==> src/rtl/exec_rob_wb_arbiter_pkg.sv <==
// Shared core constants and the execute-to-ROB completion payload type.
package exec_rob_wb_arbiter_pkg;

    localparam int unsigned ROB_ENTRIES  = 32;
    localparam int unsigned ROB_IDX_W    = $clog2(ROB_ENTRIES);
    localparam int unsigned NUM_EX_UNITS = 4;

    // One completion report as produced by an execution unit.
    typedef struct packed {
        logic [ROB_IDX_W-1:0] rob_idx;
        logic [31:0]          val;
        logic                 br_mispred;
        logic                 exception;
    } exec_wb_t;

endpackage

==> src/rtl/exec_rob_wb_arbiter_picker.sv <==
// Round-robin priority picker: one-hot grant of the first set mask bit
// at or after ptr, wrapping modulo N.
module rr_priority_picker #(
    parameter int unsigned N  = 4,
    parameter int unsigned PW = (N > 1) ? $clog2(N) : 1
) (
    input  logic [N-1:0]  mask,
    input  logic [PW-1:0] ptr,
    output logic [N-1:0]  grant,
    output logic          found
);

    // Scan N positions starting at ptr; the first set bit wins.
    always_comb begin
        logic [PW-1:0] idx;
        grant = '0;
        found = 1'b0;
        idx   = '0;
        for (int unsigned i = 0; i < N; i++) begin
            idx = PW'((32'(ptr) + i) % N);
            if (!found && mask[idx]) begin
                grant[idx] = 1'b1;
                found      = 1'b1;
            end
        end
    end

endmodule

==> src/rtl/exec_rob_wb_arbiter.sv <==
// Execute-side completion arbiter: round-robin over execution units with
// mispredicting branches given priority, registered onto the ROB port.
module exec_rob_wb_arbiter
    import exec_rob_wb_arbiter_pkg::*;
#(
    parameter int unsigned N_UNITS = NUM_EX_UNITS,
    parameter int unsigned IDX_W   = ROB_IDX_W,
    parameter int unsigned DATA_W  = 32
) (
    input  logic                       clk,
    input  logic                       rst_n,
    input  logic                       flush,
    input  logic [N_UNITS-1:0]         req_valid,
    output logic [N_UNITS-1:0]         req_ready,
    input  logic [N_UNITS*IDX_W-1:0]   req_rob_idx,
    input  logic [N_UNITS*DATA_W-1:0]  req_val,
    input  logic [N_UNITS-1:0]         req_br_mispred,
    input  logic [N_UNITS-1:0]         req_exception,
    output logic                       ex_valid,
    output logic [DATA_W-1:0]          ex_val,
    output logic [IDX_W-1:0]           rob_entry_idx,
    output logic                       br_mispred,
    output logic                       exception
);

    localparam int unsigned PW = (N_UNITS > 1) ? $clog2(N_UNITS) : 1;

    logic [PW-1:0]      rr_ptr_q, rr_ptr_d;
    logic               ex_valid_q, ex_valid_d;
    logic [DATA_W-1:0]  ex_val_q, ex_val_d;
    logic [IDX_W-1:0]   rob_idx_q, rob_idx_d;
    logic               mp_q, mp_d;
    logic               exc_q, exc_d;

    logic [N_UNITS-1:0] mp_mask;
    logic [N_UNITS-1:0] mp_grant, all_grant, sel_oh;
    logic               mp_found, all_found;
    logic               grant_en, xfer;

    logic [PW-1:0]      sel_idx;
    logic [IDX_W-1:0]   sel_rob;
    logic [DATA_W-1:0]  sel_val;
    logic               sel_mp, sel_exc;

    assign mp_mask = req_valid & req_br_mispred;

    rr_priority_picker #(.N(N_UNITS), .PW(PW)) u_pick_mp (
        .mask  (mp_mask),
        .ptr   (rr_ptr_q),
        .grant (mp_grant),
        .found (mp_found)
    );

    rr_priority_picker #(.N(N_UNITS), .PW(PW)) u_pick_all (
        .mask  (req_valid),
        .ptr   (rr_ptr_q),
        .grant (all_grant),
        .found (all_found)
    );

    assign sel_oh    = mp_found ? mp_grant : all_grant;
    assign grant_en  = rst_n & ~flush;
    assign req_ready = grant_en ? sel_oh : '0;
    // A mispredict hit implies a valid hit, so all_found covers both pickers.
    assign xfer      = grant_en & all_found;

    // Encode the one-hot grant and mux out the winning unit's payload.
    always_comb begin
        sel_idx = '0;
        sel_rob = '0;
        sel_val = '0;
        sel_mp  = 1'b0;
        sel_exc = 1'b0;
        for (int unsigned i = 0; i < N_UNITS; i++) begin
            if (sel_oh[i]) begin
                sel_idx = PW'(i);
                sel_rob = req_rob_idx[i*IDX_W +: IDX_W];
                sel_val = req_val[i*DATA_W +: DATA_W];
                sel_mp  = req_br_mispred[i];
                sel_exc = req_exception[i];
            end
        end
    end

    // Next state: capture on transfer, drop valid otherwise, flush clears control.
    always_comb begin
        ex_valid_d = 1'b0;
        ex_val_d   = ex_val_q;
        rob_idx_d  = rob_idx_q;
        mp_d       = mp_q;
        exc_d      = exc_q;
        rr_ptr_d   = rr_ptr_q;
        if (flush) begin
            rr_ptr_d = '0;
        end else if (xfer) begin
            ex_valid_d = 1'b1;
            ex_val_d   = sel_val;
            rob_idx_d  = sel_rob;
            mp_d       = sel_mp;
            exc_d      = sel_exc;
            if (sel_idx == PW'(N_UNITS - 1)) begin
                rr_ptr_d = '0;
            end else begin
                rr_ptr_d = sel_idx + 1'b1;
            end
        end
    end

    // Output register and round-robin pointer with synchronous reset.
    always_ff @(posedge clk) begin
        if (!rst_n) begin
            ex_valid_q <= 1'b0;
            ex_val_q   <= '0;
            rob_idx_q  <= '0;
            mp_q       <= 1'b0;
            exc_q      <= 1'b0;
            rr_ptr_q   <= '0;
        end else begin
            ex_valid_q <= ex_valid_d;
            ex_val_q   <= ex_val_d;
            rob_idx_q  <= rob_idx_d;
            mp_q       <= mp_d;
            exc_q      <= exc_d;
            rr_ptr_q   <= rr_ptr_d;
        end
    end

    assign ex_valid      = ex_valid_q;
    assign ex_val        = ex_val_q;
    assign rob_entry_idx = rob_idx_q;
    assign br_mispred    = mp_q;
    assign exception     = exc_q;

endmodule

==> config.mk <==
export PLATFORM = sky130hd
export DESIGN_NAME = exec_rob_wb_arbiter
export DESIGN_NICKNAME = d
export VERILOG_FILES = /design/src/rtl/exec_rob_wb_arbiter_pkg.sv /design/src/rtl/exec_rob_wb_arbiter_picker.sv /design/src/rtl/exec_rob_wb_arbiter.sv
export SDC_FILE = /design/constraint.sdc
export NUM_CORES = 1
export LEC_CHECK = 0
export BUFFER_PORTS_ARGS = -buffer_cell sky130_fd_sc_hd__buf_4
export CORE_MARGIN = 2
export CORE_UTILIZATION = 40
export CTS_CLUSTER_SIZE = 40
export DETAILED_ROUTE_END_ITERATION = 10
export GPL_TIMING_DRIVEN = 0
export PLACE_DENSITY = 0.74
export RECOVER_POWER = 50
export SYNTH_ARGS = -nofsm -noshare
export SYNTH_HDL_FRONTEND = slang
export SYNTH_SLANG_ARGS = --single-unit
==> constraint.sdc <==
create_clock -name clk -period 4.05 [get_ports clk]
set_clock_uncertainty 0.15 [all_clocks]
set_input_delay 0.81 -clock clk [delete_from_list [all_inputs] [get_ports clk]]
set_output_delay 0.81 -clock clk [all_outputs]
set_load 0.1 [all_outputs]
# Yosys cells after proc, flatten, opt, wreduce, memory -nomap -nowiden
# Cells that the tools add are included.
# op_classes
n_div,0
bitwise,11
n_mux,63
n_eq_ne,1
multipliers,0
n_reduce_logical,18
n_addsub,4
magnitude_cmp,8
shifts,0
# op_table
op,n
two-way mux 32 bit,4
two-way mux 4 bit,10
two-way mux 1 bit,30
bitwise OR 4 bit,6
two-way mux 5 bit,4
binary-select mux 1 bit (select 2 bit),8
"less-than comparator 2 x 3 -> 1 bit, second input constant",4
logical AND 1 bit,10
demux 1 bit (select 2 bit),4
">= comparator 2 x 1 -> 1 bit, second input constant",4
zero test 1 bit,6
two-way mux 2 bit,3
"adder 2 x 1 -> 2 bit, second input constant",2
"adder 2 bit, second input constant",2
AND 4 bit,1
AND 1 bit,2
"equality test 2 bit, second input constant",1
inverter 1 bit,2
AND reduction 2 bit,1
OR reduction 2 bit,1
# totals
elab_cells,111
reg_bits,42
latchBits,0
out_inout_bits,44
rom_bits,0
memories,0
mem_bits_rw,0
input_bits,163

# Logic depth before layout (Yosys ltp)
# logic_depth
ltp_word,19
mapped_depth,14
depth_no_buf,9

# Hierarchy
# From an unflattened synthesis, not the netlist that was laid out.
# unflattened
hier_cells,511
area_unflattened_um2,3751.1
# modules_own_cells
mod,seq_area_each_um2,area_per_inst_um2,cells_each,n_inst
exec_rob_wb_arbiter,840.8,2762.6,387,1
rr_priority_picker,0.0,494.2,62,2

# Least setup slack after synthesis
# Ideal clock, no wire load.
# synth_path
path_kind,reg-to-output
startpoint,reg rr_ptr_q[0]
endpoint,out req_ready[2]
path_buffers,4
setup_slack_ns,-0.656
stages_incl_launch_ff,13
arrival_ns,3.746
required_time_ns,3.090
cell_sequence,dfxtp_1 buf_2 inv_1 ha_1 buf_2 or3b_1 a2111o_1 nand4_1 nand3_1 and3_1 clkbuf_1 buf_2 nor2_1
# synth_via
elab_chain_len,14
elab_cells_between_ends,74
classes_between,add/sub: 3; order compare: 8; mux: 41; bitwise: 6; reduce/logical: 16
# synth_lines
item,line,source
start: declaration,exec_rob_wb_arbiter.sv:28,"logic [PW-1:0] rr_ptr_q, rr_ptr_d;"
start signal: assignment,exec_rob_wb_arbiter.sv:124,rr_ptr_q <= rr_ptr_d;
"parallel branches: the longest is 12 deep, another holds less-than comparator 2 x 3 -> 1 bit",--,
two-way mux 4 bit *,exec_rob_wb_arbiter.sv:61,assign sel_oh = mp_found ? mp_grant : all_grant;
two-way mux 4 bit *,exec_rob_wb_arbiter.sv:63,assign req_ready = grant_en ? sel_oh : '0;
end: declaration,exec_rob_wb_arbiter.sv:14,"output logic [N_UNITS-1:0] req_ready,"
# Every way passes the cells marked *. The select of a mux whose other input is x is not followed.

# Worst setup path in the final report
# layout_path
startpoint,reg rr_ptr_q[0]
endpoint,out req_ready[3]
# Same word-level chain as after synthesis.

==> flow_summary.toml <==
[logic_synthesis]
synth_top_area_cell = "dfxtp_1"
synth_edf_count = 0
synthMuxAreaShare_pct = 4.31
synth-compound-area-share_pct = 45.6
synthSimpleGateAreaFrac_pct = 12.5
yosysSeqAreaShare_pct = 24.0
syn_avg_cell_area_um2 = 7.36
synthAdderAreaFrac_pct = 2.14
async_reset_ff_share_pct = 0
syn_area_um2 = 3510
synth-seq-cells = 42
synth_top_flop_cell = "dfxtp_1"
synth_top_family_by_area = "compound AO/OA/AOI/OAI gates"
synth_cell_types = 47
yosysTopAreaCellShare_pct = 24.0
synth-xor-area-share_pct = 0
yosysWarnings = 0
synth_nets = 646
synth_cells = 477
synth_area_leaders = "dfxtp_1, o21ai_0, a311oi_1"

[die]
rows = 34
core_um2 = 8590
initial_core_util_pct = 40.8
dieWidth_um = 97.7
num_io_pins = 207
die_area_um2 = 9540
dieHeight_um = 97.7

[critical_path]
r2r_start = "rr_ptr_q[0]"
slowest_delay_ns = 0.54
reg2reg_to = "ex_val[0]"
endpoint_kind = "primary output"
critPathArrivalTime_ns = 3.02
path_buf_inv = 5
crit_type = "flip-flop to primary output"
critPathMaxFanout = 10
reg2regPathDepth = 15
rrSetupSlack_ns = 0.28
crit_chain = "buf_6 -> clkinvlp_4 -> ha_4 -> buf_6 -> mux4_2 -> o31a_1 -> a221o_1 -> a211oi_4 -> buf_8 -> nor2_4 -> buf_12"
crit_family = "compound AO/OA/AOI/OAI gates"
start_kind = "flip-flop"
crit_required_ns = 3.09
crit_path_frequent_cell = "buf_6"
crit_slowest_cell = "mux4_2"

[clock_tree]
cts_num_sinks = 42
htree_levels = 2
insertion_delay_ns = 0.31
cts_made_buffers = 5
cts_hold_buf = 0
cts.path.max_buffers = 2
tritoncts = "built"
cts-root-buf = "clkbuf_8"
path_clk_slew_ns = 0.10

[place]
place_area_um2 = 5180
post-dp-hpwl_mm = 11.4
dp.cells = 788
portBuffers = 203
gp_congestion = 0.938

[sta]
max_clock_freq_ghz = 0.251
slew_violations = 0
hold_slack_ns = 0.322
hold_viol = 0
period_share_pct = 98.3
relSlewSlack_pct = 17.4
period_needed_ns = 3.98
setup_viol_count_final = 0
worstMarginPinSlew_ns = 1.24

[final_layout]
fin_nets = 867
drive_above_1_share_pct = 32.5
final_cell_mix = "buf_4, o21ai_0, clkbuf_1"
final.fill_count = 810
final_common_cell = "buf_4"
area_growth_pct = 52.5
fin_cells = 807
diodes = 0
design_area_um2 = 5350

[routing]
antenna_left = 0
firstDrtPassIters = 7
viasPerCell = 6.27
vias = 5059
routed_wl_mm = 15.3
wl_per_cell_um = 19.0
drt_iter0_drc = 399
drc = 0

[global_route]
grt_overflow = 0
grt_max_degree = 17
antenna_found_initial = 0
grt_pass1_wl_mm = 24.0
grt_pass1_vias = 5025
grtUsageTotal_pct = 30.2

[hold_path]
hp-start = "exception"
min_to = "exception"
whs_path_depth = 2
hold_path_class = "flip-flop to flip-flop"

[power_and_ir_drop]
vdd_drop_max_mv = 0.367
leakagePower_uw = 0.00224
p_total_uw = 3100
p_per_area_nw_per_um2 = 579

[status]
status = "complete, no violations"

[job]
maxCapViolCount = 0
==> logic make-up after synthesis <==
logic type,after synthesis
AO/OA/AOI/OAI,230
adder cells (fa/ha/maj),6
buffers and inverters,98
flip-flops,42
multiplexers,10
AND/OR/NAND/NOR,91
==> layer usage <==
layer  up-vias  routed length, µm  part of all wire, %  global-route usage, %
li1       2303                  -                    -                      -
met1      2355               5830                   38                   37.6
met2       352               7460                   49                   51.0
met3        49               1470                  9.6                   5.76
met4         0                569                  3.7                   12.8
met5         -                  0                    0                      0
==> state kept, by name, summed over array words and instances (netlist names) <==
name           cells
rob_entry_idx      5
rr_ptr_q           2
br_mispred         1
ex_valid           1
exception          1
ex_val            32
==> power breakdown <==
part           switching (µW)  total (µW)  internal (µW)  leakage, µW
clock network             175         316            142    0.0000489
registers                73.2         608            535     0.000347
logic                    1590        2170            580      0.00184
total                    1840        3100           1260      0.00224
==> Yosys cell counts, types with 3 or more instances <==
master,count
nand4b_1,3
ha_1,6
a221o_1,3
mux2i_1,5
a311oi_1,39
nand3_1,6
a211o_1,5
nor2_1,7
nor2b_1,3
mux4_2,4
a21oi_1,6
inv_1,42
nor4_1,4
nand4_1,4
o21ai_0,82
dfxtp_1,42
clkbuf_1,38
a31oi_1,39
buf_2,13
o221ai_1,38
nand2_1,48
and2_1,5
==> layout make-up <==
cell class                 count  area (µm²)  area share (%)
multi-input combinational    337        2320            43.4
timing repair buffer         216        1510            28.3
buffer                        52         272            5.07
tap                          108         135            2.52
clock buffer                   7        86.3            1.61
sequential                    42         846            15.8
clock inverter                 1        8.76           0.164
inverter                      44         169            3.15
==> per-stage QoR <==
stage / setup TNS [ns] / utilization, % / setup slack, ns
after CTS: 0 / 62.8 / 0.0176
final: 0 / 62.3 / 0.0706
after global placement: -1.03 / 60.3 / -0.398
after detailed placement: -1.36 / 60.3 / -0.442
after floorplan: -0.190 / - / -0.190
after global routing: -0.0237 / 62.3 / -0.0237
==> worst max-delay path by stage <==
stage	startpoint	to	slack (ns)	cells past startpoint
after global placement	rr_ptr_q[0]	req_ready[2]	-0.40	12
final	rr_ptr_q[0]	req_ready[3]	0.07	11
after floorplan	rr_ptr_q[0]	req_ready[2]	-0.19	12
after global routing	rr_ptr_q[0]	req_ready[2]	-0.02	12
after detailed placement	rr_ptr_q[0]	req_ready[2]	-0.44	12
after CTS	rr_ptr_q[0]	req_ready[1]	0.02	12
==> what timing repair did <==
action                                  in CTS  in global routing
resized for setup                           24                 16
setup buffers                                6                  7
cloned                                       0                  0
endpoints found under the setup margin       9                  5
pin swaps                                    2                  3
==> worst reg2reg max path, cell delays in order, from the launching register on <==
cell and delay, ns:
dfxtp_2 0.35, buf_6 0.13, clkinvlp_4 0.11, ha_4 0.27
buf_6 0.11, buf_4 0.12, inv_2 0.06, mux4_2 0.32
nand4_1 0.18, nand3_2 0.16, buf_4 0.16, clkbuf_1 0.36
clkbuf_1 0.43, a31oi_1 0.14, a311oi_1 0.40, o221ai_1 0.20
(Power assumes the default switching activity.)
